`src/rtl/dmd_out_if.sv`:
```
// Row fetch handshake between the DMD transmitter and the frame store.
//   row_req   : transmitter asks for row row_addr; held until accepted
//   row_addr  : row being requested / transmitted, 0..31
//   row_data  : 128 pixels of the requested row, bit k = column k
//   row_valid : frame store presents row_data
// Handshake: a row is transferred on a clk edge where row_req=1 and
// row_valid=1. row_req drops on that same edge. row_valid at any other time
// is ignored, and row_data is only sampled on the accepting edge.
interface dmd_out_if;
  logic         row_req;
  logic [4:0]   row_addr;
  logic [127:0] row_data;
  logic         row_valid;

  modport master (output row_req, output row_addr, input row_data, input row_valid);
  modport slave  (input row_req, input row_addr, output row_data, output row_valid);
endinterface

```
`src/rtl/dmd_out.sv`:
```
// dmd_out: transmit side of a WPC dot-matrix interface.
// Fetches one 128-pixel row at a time from the frame store, shifts it out on
// dmd_dotdata/dmd_dotclk (bit 0 first), then strobes dmd_rowclock (with
// dmd_firstrow on row 0) and dmd_latch, idles ROW_HOLD clks and moves on.
// Ports:
//   clk, reset_n  : single clock, asynchronous active-low reset
//   run           : level, 1 = scan frames continuously
//   row_if        : row fetch handshake (master side)
//   dmd_dotdata   : serial pixel, changes while dotclk is low
//   dmd_dotclk    : pixel clock, receiver samples on its rising edge
//   dmd_rowclock  : row advance strobe
//   dmd_firstrow  : high during the rowclock pulse of row 0
//   dmd_latch     : row latch strobe
//   dmd_enable    : display enable
//   frame_done    : one-clk pulse when the row 31 latch sequence completes
//   dbg_state     : current FSM state
// Build option: DMD_OUT_BLANK_EN blanks dmd_enable from rowclock start to
// the end of the latch gap to suppress ghosting during row changes.
module dmd_out #(
  parameter int CLK_DIV  = 4,
  parameter int ROWCLK_W = 2,
  parameter int LATCH_W  = 2,
  parameter int ROW_HOLD = 64
) (
  input  logic       clk,
  input  logic       reset_n,
  input  logic       run,
  dmd_out_if.master  row_if,
  output logic       dmd_dotdata,
  output logic       dmd_dotclk,
  output logic       dmd_rowclock,
  output logic       dmd_firstrow,
  output logic       dmd_latch,
  output logic       dmd_enable,
  output logic       frame_done,
  output logic [2:0] dbg_state
);

  typedef enum logic [2:0] {
    ST_IDLE   = 3'd0,
    ST_FETCH  = 3'd1,
    ST_SHIFT  = 3'd2,
    ST_ROWCLK = 3'd3,
    ST_LATCH  = 3'd4,
    ST_HOLD   = 3'd5
  } state_t;

  localparam int PW   = (ROWCLK_W > LATCH_W) ? ROWCLK_W : LATCH_W;
  localparam int CMAX = (PW > ROW_HOLD) ? PW : ROW_HOLD;
  localparam int CW   = $clog2(CMAX + 1);
  localparam int DW   = $clog2(CLK_DIV + 1);

  localparam logic [DW-1:0] DIV_LAST  = DW'(CLK_DIV - 1);
  localparam logic [CW-1:0] RC_LAST   = CW'(ROWCLK_W - 1);
  localparam logic [CW-1:0] RC_GAP    = CW'(ROWCLK_W);
  localparam logic [CW-1:0] LT_LAST   = CW'(LATCH_W - 1);
  localparam logic [CW-1:0] LT_GAP    = CW'(LATCH_W);
  localparam logic [CW-1:0] HOLD_LAST = CW'(ROW_HOLD - 1);

  state_t         state;
  logic [127:0]   shreg;
  logic [DW-1:0]  div_cnt;   // clks within one dotclk half-period
  logic [7:0]     half_cnt;  // half-period index 0..255; even = low, odd = high
  logic [CW-1:0]  cnt;       // pulse / gap / hold timer
  logic           row_req_q;
  logic [4:0]     row_addr_q;

  assign row_if.row_req  = row_req_q;
  assign row_if.row_addr = row_addr_q;
  assign dbg_state       = state;

  always_ff @(posedge clk or negedge reset_n) begin
    if (!reset_n) begin
      state        <= ST_IDLE;
      shreg        <= '0;
      div_cnt      <= '0;
      half_cnt     <= '0;
      cnt          <= '0;
      row_req_q    <= 1'b0;
      row_addr_q   <= '0;
      dmd_dotdata  <= 1'b0;
      dmd_dotclk   <= 1'b0;
      dmd_rowclock <= 1'b0;
      dmd_firstrow <= 1'b0;
      dmd_latch    <= 1'b0;
      dmd_enable   <= 1'b0;
      frame_done   <= 1'b0;
    end else begin
      frame_done <= 1'b0;
      case (state)
        ST_IDLE: begin
          // row_addr is kept so a stopped scan resumes where it left off
          if (run) begin
            state      <= ST_FETCH;
            row_req_q  <= 1'b1;
            dmd_enable <= 1'b1;
          end
        end
        ST_FETCH: begin
          if (row_req_q && row_if.row_valid) begin
            shreg       <= row_if.row_data;
            dmd_dotdata <= row_if.row_data[0];
            dmd_dotclk  <= 1'b0;
            row_req_q   <= 1'b0;
            div_cnt     <= '0;
            half_cnt    <= '0;
            state       <= ST_SHIFT;
          end
        end
        ST_SHIFT: begin
          if (div_cnt == DIV_LAST) begin
            div_cnt <= '0;
            if (half_cnt == 8'hFF) begin
              dmd_dotclk   <= 1'b0;
              dmd_dotdata  <= 1'b0;
              dmd_rowclock <= 1'b1;
              dmd_firstrow <= (row_addr_q == 5'd0);
              cnt          <= '0;
              state        <= ST_ROWCLK;
`ifdef DMD_OUT_BLANK_EN
              dmd_enable   <= 1'b0;
`endif
            end else begin
              half_cnt   <= half_cnt + 8'd1;
              dmd_dotclk <= ~half_cnt[0];
              // leaving a high half: present the next bit at the start of low
              if (half_cnt[0]) begin
                shreg       <= {1'b0, shreg[127:1]};
                dmd_dotdata <= shreg[1];
              end
            end
          end else begin
            div_cnt <= div_cnt + DW'(1);
          end
        end
        ST_ROWCLK: begin
          if (cnt == RC_GAP) begin
            dmd_latch <= 1'b1;
            cnt       <= '0;
            state     <= ST_LATCH;
          end else begin
            if (cnt == RC_LAST) begin
              dmd_rowclock <= 1'b0;
              dmd_firstrow <= 1'b0;
            end
            cnt <= cnt + CW'(1);
          end
        end
        ST_LATCH: begin
          if (cnt == LT_GAP) begin
            row_addr_q <= row_addr_q + 5'd1;
            frame_done <= (row_addr_q == 5'd31);
            cnt        <= '0;
            state      <= ST_HOLD;
`ifdef DMD_OUT_BLANK_EN
            dmd_enable <= 1'b1;
`endif
          end else begin
            if (cnt == LT_LAST) dmd_latch <= 1'b0;
            cnt <= cnt + CW'(1);
          end
        end
        ST_HOLD: begin
          if (cnt == HOLD_LAST) begin
            cnt <= '0;
            if (run) begin
              row_req_q <= 1'b1;
              state     <= ST_FETCH;
            end else begin
              dmd_enable <= 1'b0;
              state      <= ST_IDLE;
            end
          end else begin
            cnt <= cnt + CW'(1);
          end
        end
        default: state <= ST_IDLE;
      endcase
    end
  end

endmodule
```
`src/flat_wrapper.sv`:
```
// flat-port wrapper written by rule: the top's interface ports become plain ports
module dmd_out_flat 
#(
  parameter int CLK_DIV  = 4,
  parameter int ROWCLK_W = 2,
  parameter int LATCH_W  = 2,
  parameter int ROW_HOLD = 64
)
  (clk, reset_n, run, dmd_dotdata, dmd_dotclk, dmd_rowclock, dmd_firstrow, dmd_latch, dmd_enable, frame_done, dbg_state, row_if_row_req, row_if_row_addr, row_if_row_data, row_if_row_valid);
  dmd_out_if row_if_i ();
  input  logic clk;
  input  logic reset_n;
  input  logic run;
  output logic dmd_dotdata;
  output logic dmd_dotclk;
  output logic dmd_rowclock;
  output logic dmd_firstrow;
  output logic dmd_latch;
  output logic dmd_enable;
  output logic frame_done;
  output logic [2:0] dbg_state;
  output wire logic [$bits(row_if_i.row_req)-1:0] row_if_row_req;
  output wire logic [$bits(row_if_i.row_addr)-1:0] row_if_row_addr;
  input wire logic [$bits(row_if_i.row_data)-1:0] row_if_row_data;
  input wire logic [$bits(row_if_i.row_valid)-1:0] row_if_row_valid;
  assign row_if_row_req = row_if_i.row_req;
  assign row_if_row_addr = row_if_i.row_addr;
  assign row_if_i.row_data = row_if_row_data;
  assign row_if_i.row_valid = row_if_row_valid;
  dmd_out #(.CLK_DIV(CLK_DIV), .ROWCLK_W(ROWCLK_W), .LATCH_W(LATCH_W), .ROW_HOLD(ROW_HOLD)) u_core (.clk(clk), .reset_n(reset_n), .run(run), .row_if(row_if_i), .dmd_dotdata(dmd_dotdata), .dmd_dotclk(dmd_dotclk), .dmd_rowclock(dmd_rowclock), .dmd_firstrow(dmd_firstrow), .dmd_latch(dmd_latch), .dmd_enable(dmd_enable), .frame_done(frame_done), .dbg_state(dbg_state));
endmodule
```
`config.mk`:
```
export PLATFORM = sky130hd
export DESIGN_NAME = dmd_out_flat
export DESIGN_NICKNAME = d
export VERILOG_FILES = /design/src/rtl/dmd_out_if.sv /design/src/rtl/dmd_out.sv /design/src/flat_wrapper.sv
export SDC_FILE = /design/constraint.sdc
export NUM_CORES = 1
export LEC_CHECK = 0
export CORE_ASPECT_RATIO = 1.4
export CORE_MARGIN = 5
export CORE_UTILIZATION = 40
export DETAILED_ROUTE_END_ITERATION = 10
export GPL_TIMING_DRIVEN = 0
export MAX_ROUTING_LAYER = met4
export PLACE_DENSITY = 0.72
export SLEW_MARGIN = 40
export SYNTH_ARGS = -nofsm -noshare
export SYNTH_HDL_FRONTEND = slang
export SYNTH_SLANG_ARGS = --single-unit
```
`constraint.sdc`:
```
create_clock -name clk -period 2.2 [get_ports clk]
set_input_delay 0.33 -clock clk [delete_from_list [all_inputs] [get_ports clk]]
set_output_delay 0.33 -clock clk [all_outputs]
set_load 0.02 [all_outputs]
```
; Word level (Yosys, flattened, before mapping)
; Index checks and enable logic that the tools add are counted.
[op_classes]
add_sub_neg = 4
eq_ne = 26
n_mux = 54
bitwise_logic = 1
n_reduce_logical = 22
[op_table]
columns = cell, count
row1 = $mux W128, 4
row2 = $pmux W128 S2, 1
row3 = $mux W7, 4
row4 = $mux W3, 9
row5 = $mux W8, 3
row6 = $mux W1, 22
row7 = $pmux W7 S3, 1
row8 = $ne A2 B1 Y1 const B, 9
row9 = $pmux W3 S6, 1
row10 = $pmux W8 S2, 1
row11 = $reduce_and A4 Y1, 4
row12 = $pmux W1 S2, 6
row13 = $ne A2 B2 Y1 const B, 5
row14 = $reduce_and A5 Y1, 2
row15 = $eq A3 B2 Y1 const B, 3
row16 = $reduce_and A3 Y1, 3
row17 = $add A8 B1 Y8 const B, 1
row18 = $eq A8 B8 Y1 const B, 1
row19 = $reduce_bool A2 Y1, 4
row20 = $add A7 B1 Y7 const B, 1
row21 = $eq A7 B1 Y1 const B, 1
row22 = $eq A7 B2 Y1 const B, 1
row23 = $eq A7 B6 Y1 const B, 1
row24 = $reduce_and A7 Y1, 1
row25 = other kinds (15), 18
[word_totals]
register_bits = 162
input_bits = 132
out_inout_bits = 16
word_cells = 121

; Depth between registers and ports, before layout
; Gate-level depths: netlist of run 1.
[logic_depth]
ltp_word = 4
depth_mapped = 8
ltp_nobuf = 6

; Worst setup path after synthesis of run 1
; Ideal clock, no wire load.
[synth_path]
path_kind = register to register
start = reg u_core.state[2], in the netlist u_core.dbg_state[2]
end = reg u_core.cnt[6]
setup_time_ps = 141
arrival_time_ps = 1982
required_time_ps = 2059
path_slack_ps = 78
stages_incl_launch_ff = 8
n_path_buf = 1
period_less_slack_ps = 2122
path_cell_list = dfrtp_1 buf_2 inv_1 ha_1 and3b_1 a32oi_2 o21bai_1 o221ai_1
[synth_via]
elab_chain_len = 4
elab_cells_between_ends = 10
classes_between = eq/ne: 6 / mux: 1 / reduce/logical: 3
[synth_rtl]
columns = item, line_no
row1 = start: declaration, dmd_out.sv:60  ; state_t state;
row2 = start signal: assignment, dmd_out.sv:74  ; state <= ST_IDLE;
row3 = start signal: assignment, dmd_out.sv:94  ; state <= ST_FETCH;
row4 = start signal: assignment, dmd_out.sv:107  ; state <= ST_SHIFT;
row5 = $eq A3 B2 Y1 or $eq A3 B3 Y1 (tied branches), dmd_out.sv:90  ; case (state)
row6 = $reduce_or A2 Y1 (no source line), --
row7 = $reduce_bool A3 Y1 (no source line), --
row8 = $reduce_and A3 Y1 (no source line), --
row9 = end signal: assignment, dmd_out.sv:146  ; cnt <= cnt + CW'(1);
row10 = end signal: assignment, dmd_out.sv:160  ; cnt <= cnt + CW'(1);
row11 = end signal: assignment, dmd_out.sv:174  ; cnt <= cnt + CW'(1);
row12 = end: declaration, dmd_out.sv:64  ; logic [CW-1:0] cnt;
; Parallel ways exist; a longest one is shown, timed or not.
; A chain may end at the register's enable or synchronous reset.

; Worst setup path after layout of run 1
[layout_path]
start = reg u_core.state[2], in the netlist u_core.dbg_state[2]
end = reg u_core.shreg[87]
[layout_via]
elab_chain_len = 3
elab_cells_between_ends = 9
classes_between = eq/ne: 6 / mux: 1 / reduce/logical: 2
[layout_rtl]
columns = item, line_no
row1 = $eq A3 B2 Y1 or $eq A3 B1 Y1 (tied branches), dmd_out.sv:90
row2 = "$ne A2 B1 Y1 (no source line), or another cell as far along", --
row3 = $reduce_and A5 Y1 (no source line), --
row4 = end signal: assignment, dmd_out.sv:101  ; shreg <= row_if.row_data;
row5 = end signal: assignment, dmd_out.sv:128  ; shreg <= {1'b0, shreg[127:1]};
row6 = end: declaration, dmd_out.sv:61  ; logic [127:0] shreg;
; Parallel ways exist; a longest one is shown, timed or not.

==> impl_metrics.yaml, run 1 <==
synthesis:
  ys_seq_elements: 161
  ys_top_cells_by_area: "dfrtp_1 44%, mux2_4 34%, mux2_2 5.4%"
  syn_avg_cell_area_um2: 14.3
  ys_types: 62
  synth_top_area_frac: 0.439
  synth_top_cell_by_area: "dfrtp_1"
  synth-edff-count: 0
  syn-num-nets: 783
  synth_flop_cell: "dfrtp_1"
  async_flop_share: 1.00
  seq_area_frac_synth: 0.439
  netlist_area_mm2: 0.00917
  yosysWarnings: 0
  syn-instance-count: 640
worst_setup_path:
  r2r_cells: 7
  startpoint_type: "flip-flop"
  cp_cell_sequence: "buf_4 -> or3b_1 -> buf_2 -> buf_6 -> buf_6 -> mux2_4 -> mux2_4"
  path_class: "reg -> reg"
  cpPeakStageDelay_ns: 0.40
  path_depth: 7
  cp_max_fo: 10
  critPathArrivalTime_ns: 2.42
  cp.required_ns: 2.49
  cp_num_buf_inv: 4
  cpLargestDelayFamily: "buffers and inverters"
  crit_slowest_cell: "dfrtp_1"
  cp-end-kind: "flip-flop"
timing:
  slew_headroom: 0.504
  rsz0062_at_grt: "no"
  worst_slew_pin_slew_ns: 0.726
  final_hold_viol_count: 0
  setup_viol: 0
  fmax_mhz: 469
  fin_crit_sh: 0.969
  slew_violations: 0
  skew_ns: 0.0118
  fin_crit_ns: 2.13
global_route:
  grt_util_all_layers: 0.156
  grt_pass1_vias: 6160
  grt_pass1_wl_mm: 31.5
  grt_remaining_overflow: 0
  grt_max_degree: 72
  grt_antenna_before_repair: 0
floorplan:
  die_y_um: 189
  initial_core_util: 0.406
  die_area_mm2: 0.0261
  coreArea_mm2: 0.0226
  rows: 65
  io_pins: 148
  die_w_um: 138
power_and_ir_drop:
  p_total_w: 0.00621
  p_leak_nw: 5.27
  power.density_mw_per_mm2: 526
  vdd_drop_max_mv: 0.499
route:
  drc: 0
  drt_iter0_markers: 236
  final_antenna_net_count: 0
  routed_wl_mm: 19.6
  viasPerCell: 5.08
  wl_per_cell_um: 17.4
  vias: 5725
  dr.pass1.iters: 5
placement:
  finalWeightedCongestion: 0.821
  placed_cells: 1090
  dpl-instance-area_mm2: 0.0111
  post-dp-hpwl_mm: 13.9
  io_buffers: 147
finish:
  final_cells: 1127
  layout-drive-gt1-share: 0.412
  area_delta_synth_final_pct: 28.9
  postLayoutCoreUtil: 0.523
  num_antenna_cells: 0
  layout_commonest_cell: "mux2_4"
  most-common-layout-cells: "209 x mux2_4, 159 x dfrtp_1, 146 x clkdlybuf4s50_1"
  nets: 956
  postLayoutCellArea_mm2: 0.0118
min_path:
  hold_class: "in -> async"
job:
  cap_violations: 0
outcome:
  outcome: "finished, final reports clean"
clock_network:
  cts_tree: "done"
  clock_sinks: 161
  htreeDepth: 4
  cts-root-buf: "clkbuf_16"
  clk_latency_ns: 0.42
  clkTransAtPathRegs_ns: 0.07
  cts_buffers: 17
  clock_path_buffers: 2
## final cells by class
class	instances	area (µm²)
buffer	36	318
tap	301	377
multi-input combinational	427	4880
inverter	15	56.3
fill	1974	10800
timing repair buffer	155	1580
clock inverter	14	148
sequential	161	4030
clock buffer	18	429
## state kept, by name, indices dropped and copies added (netlist names)
name and flops:
u_core.dmd_enable 1, u_core.dmd_firstrow 1, u_core.row_if.row_req 1, u_core.shreg 127, u_core.dmd_dotdata 1, u_core.dbg_state 3
u_core.half_cnt 8, u_core.frame_done 1, u_core.div_cnt 3, u_core.cnt 7, u_core.row_if.row_addr 5, u_core.dmd_rowclock 1
u_core.dmd_dotclk 1, u_core.dmd_latch 1
## final timing paths
path | from | end | slack (ns)
max | u_core.dbg_state[2]$_DFFE_PN0P_ | u_core.shreg[87]$_DFFE_PN0P_ | 0.07
min | reset_n | u_core.shreg[36]$_DFFE_PN0P_ | 0.38
max reg2reg | u_core.dbg_state[2]$_DFFE_PN0P_ | u_core.shreg[87]$_DFFE_PN0P_ | 0.07
min reg2reg | u_core.shreg[15]$_DFFE_PN0P_ | u_core.shreg[15]$_DFFE_PN0P_ | 0.51
max in group asynchronous | reset_n | u_core.shreg[92]$_DFFE_PN0P_ | 1.18
min in group clk | row_if_row_data[127] | u_core.shreg[127]$_DFFE_PN0P_ | 0.48
## cells by family (layout without fill, tap and decap cells)
group	Yosys count	count (layout)	synth area share
multiplexers	253	253	0.396
AO/OA/AOI/OAI	81	81	0.0630
buffers and inverters	52	238	0.0352
flip-flops	161	161	0.439
AND/OR/NAND/NOR	78	78	0.0472
adder cells (fa/ha/maj)	11	11	0.0150
XOR/XNOR	4	4	0.00382
## power breakdown
group / total [W] / leakage (nW) / switching (W) / internal, W
clock: 0.00293 / 0.267 / 0.00133 / 0.00160
sequential: 0.00296 / 2.21 / 0.00000195 / 0.00296
combinational: 0.000323 / 2.79 / 0.000102 / 0.000221
total: 0.00621 / 5.27 / 0.00143 / 0.00478
## timing repair
action                     in CTS  in global routing
cloned                          1                  0
hold buffers                    1                  0
setup endpoints to repair     134                134
gates resized for setup        13                 25
buffers inserted                2                  2
hold endpoints to repair       35                  0
pin swaps                       1                  3
## cells in the mapped netlist, types with 2 or more instances
cell type  number
a21o_1          5
o22ai_1         2
a22o_1          3
buf_6          13
xnor2_1         3
nor2_1         13
nand2b_1        2
a211oi_1        2
o21ai_0        16
buf_2          15
a32o_1          2
nand3_1        11
nand2_1        20
and4_1          2
a41oi_1         2
o31ai_1         4
a21oi_1        13
and3_1          5
clkbuf_1        6
mux2_2         44
a31oi_1         7
ha_1           11
a2bb2oi_1       2
inv_1          15
nor2b_1         4
nand3b_1        3
or2_2           2
o211ai_1        7
buf_4           3
o221ai_1        2
nor3_1          2
mux2_4        209
dfrtp_1       161
## layer usage
metal | vias to the layer above | share of wire | GRT usage
met3 | 12 | 0.039 | 0.0308
met2 | 138 | 0.52 | 0.268
met5 | - | 0 | -
met1 | 2871 | 0.43 | 0.188
li1 | 2704 | - | -
met4 | 0 | 0.0084 | 0.0346
## stage by stage
step / hold slack (ns) / TNS, ns / setup slack, ns
CTS: 0.373 / -2.12 / -0.0553
global route: 0.386 / 0 / 0.00289
detailed placement: 0.230 / -46.05 / -0.537
global placement: 0.484 / -1018.65 / -6.07
floorplan: 0.0344 / 0 / 0.0777
finish: 0.377 / 0 / 0.0677
## worst register-to-register path, cell delays in order (launching register included)
cell,delay (ns)
dfrtp_1,0.40
buf_4,0.18
or3b_1,0.34
buf_2,0.17
buf_6,0.18
buf_6,0.18
mux2_4,0.31
mux2_4,0.26
Power figures use the tool's default switching activity.
==> inputs of run 2 (changes only) <==
Settings changed: GPL_TIMING_DRIVEN 0 to 1.
==> impl_metrics.yaml, run 2 (synthesis results as in run 1) <==
timing:
  worst_slew_pin_slew_ns: 0.557
  final.setup.tns_ns: 0
  skew_ns: 0.0127
  whs_ns: 0.337
  fin_crit_ns: 2.08
  slew_headroom: 0.628
  rsz0062_at_grt: "no"
  setup_viol: 0
  fmax_mhz: 480
  final_hold_viol_count: 0
  slew_violations: 0
  fin_crit_sh: 0.947
worst_setup_path:
  cp_max_fo: 57
  startpoint_type: "flip-flop"
  path_class: "reg -> reg"
  cp.required_ns: 2.49
  critPathArrivalTime_ns: 2.37
  cp-end-kind: "flip-flop"
route:
  final_antenna_net_count: 0
  drt_iter0_markers: 251
  viasPerCell: 5.02
  routed_wl_mm: 19.4
  dr.pass1.iters: 4
  wl_per_cell_um: 17.2
  drc: 0
  vias: 5644
clock_network:
  cts_tree: "done"
  clkTransAtPathRegs_ns: 0.07
  clock_sinks: 161
  cts_buffers: 17
  postCtsResizedCells: 0
  clock_path_buffers: 2
  cts_setup_buffers: 0
  htreeDepth: 4
  cts_hold_buf: 1
  cts-root-buf: "clkbuf_16"
  clk_latency_ns: 0.41
power_and_ir_drop:
  p_leak_nw: 5.28
  p_total_w: 0.00621
  power.density_mw_per_mm2: 524
  vdd_drop_max_mv: 0.533
outcome:
  outcome: "finished, final reports clean"
job:
  cap_violations: 0
global_route:
  grt_pass1_vias: 6195
  grt_pass1_wl_mm: 31.5
  grt_remaining_overflow: 0
  grt_max_degree: 64
  grt_antenna_before_repair: 0
  grt_util_all_layers: 0.154
floorplan:
  die_y_um: 189
  die_area_mm2: 0.0261
  rows: 65
  die_w_um: 138
  initial_core_util: 0.406
  io_pins: 148
  coreArea_mm2: 0.0226
finish:
  layout-drive-gt1-share: 0.408
  postLayoutCoreUtil: 0.524
  area_delta_synth_final_pct: 29.2
  layout_commonest_cell: "mux2_4"
  nets: 954
  final_cells: 1125
  most-common-layout-cells: "209 x mux2_4, 161 x dfrtp_1, 146 x clkdlybuf4s50_1"
  num_antenna_cells: 0
  largest_register_ffs: 127
  largest-register: "u_core.shreg"
  fillers: 1952
  largest_registers: "u_core.shreg (127), u_core.half_cnt (8), u_core.cnt (7)"
placement:
  finalWeightedCongestion: 0.808
  io_buffers: 147
  post-dp-hpwl_mm: 13.7
  placed_cells: 1092
min_path:
  hold_class: "in -> async"
[run 2: cell types whose count changed in the layout (fill, tap and decap cells not counted), sizes merged]
cell / previous run / this run
buf: 37 / 42
inv: 22 / 21
clkinv: 1 / 2
clkbuf: 25 / 18
[run 2: layout make-up]
type                            count  area [µm²]  area share
Multi-Input combinational cell    427        4830       0.408
Sequential cell                   161        4030       0.340
Timing Repair Buffer              189        1980       0.167
Clock buffer                       18         429      0.0362
Tap cell                          301         377      0.0318
Clock inverter                     14         148      0.0125
Inverter                           15        56.3     0.00475
[run 2: worst paths after layout]
path,to,slack [ns],depth (start not counted),startpoint
hold / removal,u_core.shreg[39]$_DFFE_PN0P_,0.34,2,reset_n
hold reg to reg,u_core.shreg[9]$_DFFE_PN0P_,0.51,1,u_core.shreg[9]$_DFFE_PN0P_
min in group clk,u_core.shreg[127]$_DFFE_PN0P_,0.49,3,row_if_row_data[127]
setup reg to reg,u_core.shreg[61]$_DFFE_PN0P_,0.12,4,u_core.dbg_state[0]$_DFFE_PN0P_
max in group asynchronous,u_core.shreg[1]$_DFFE_PN0P_,1.21,3,reset_n
setup / recovery,u_core.shreg[61]$_DFFE_PN0P_,0.12,4,u_core.dbg_state[0]$_DFFE_PN0P_
[run 2: per-stage QoR]
step	cell area (µm²)	worst slack, ns
after floorplan	9170	0.0777
after global placement	11300	-0.0231
after global routing	11800	0.0164
final	11800	0.116
after CTS	11800	0.0899
after detailed placement	11300	-0.0423
[run 2: critical path: stages (launching register included)]
cell and delay, ns:
dfrtp_1 0.48, or3b_4 0.54, buf_12 0.26, mux2_4 0.36, mux2_4 0.26
[run 2: routing by layer]
layer,vias up,share of wire,track usage
met5,-,0,-
li1,2687,-,-
met4,0,0.015,0.0471
met1,2826,0.45,0.194
met2,116,0.51,0.257
met3,15,0.031,0.0215
[run 2: power breakdown]
| group | switching, W | total, W | internal, W |
|---|---|---|---|
| clock network | 0.00131 | 0.00292 | 0.00160 |
| registers | 0.000000780 | 0.00296 | 0.00296 |
| logic | 0.000112 | 0.000333 | 0.000221 |
| total | 0.00143 | 0.00621 | 0.00478 |
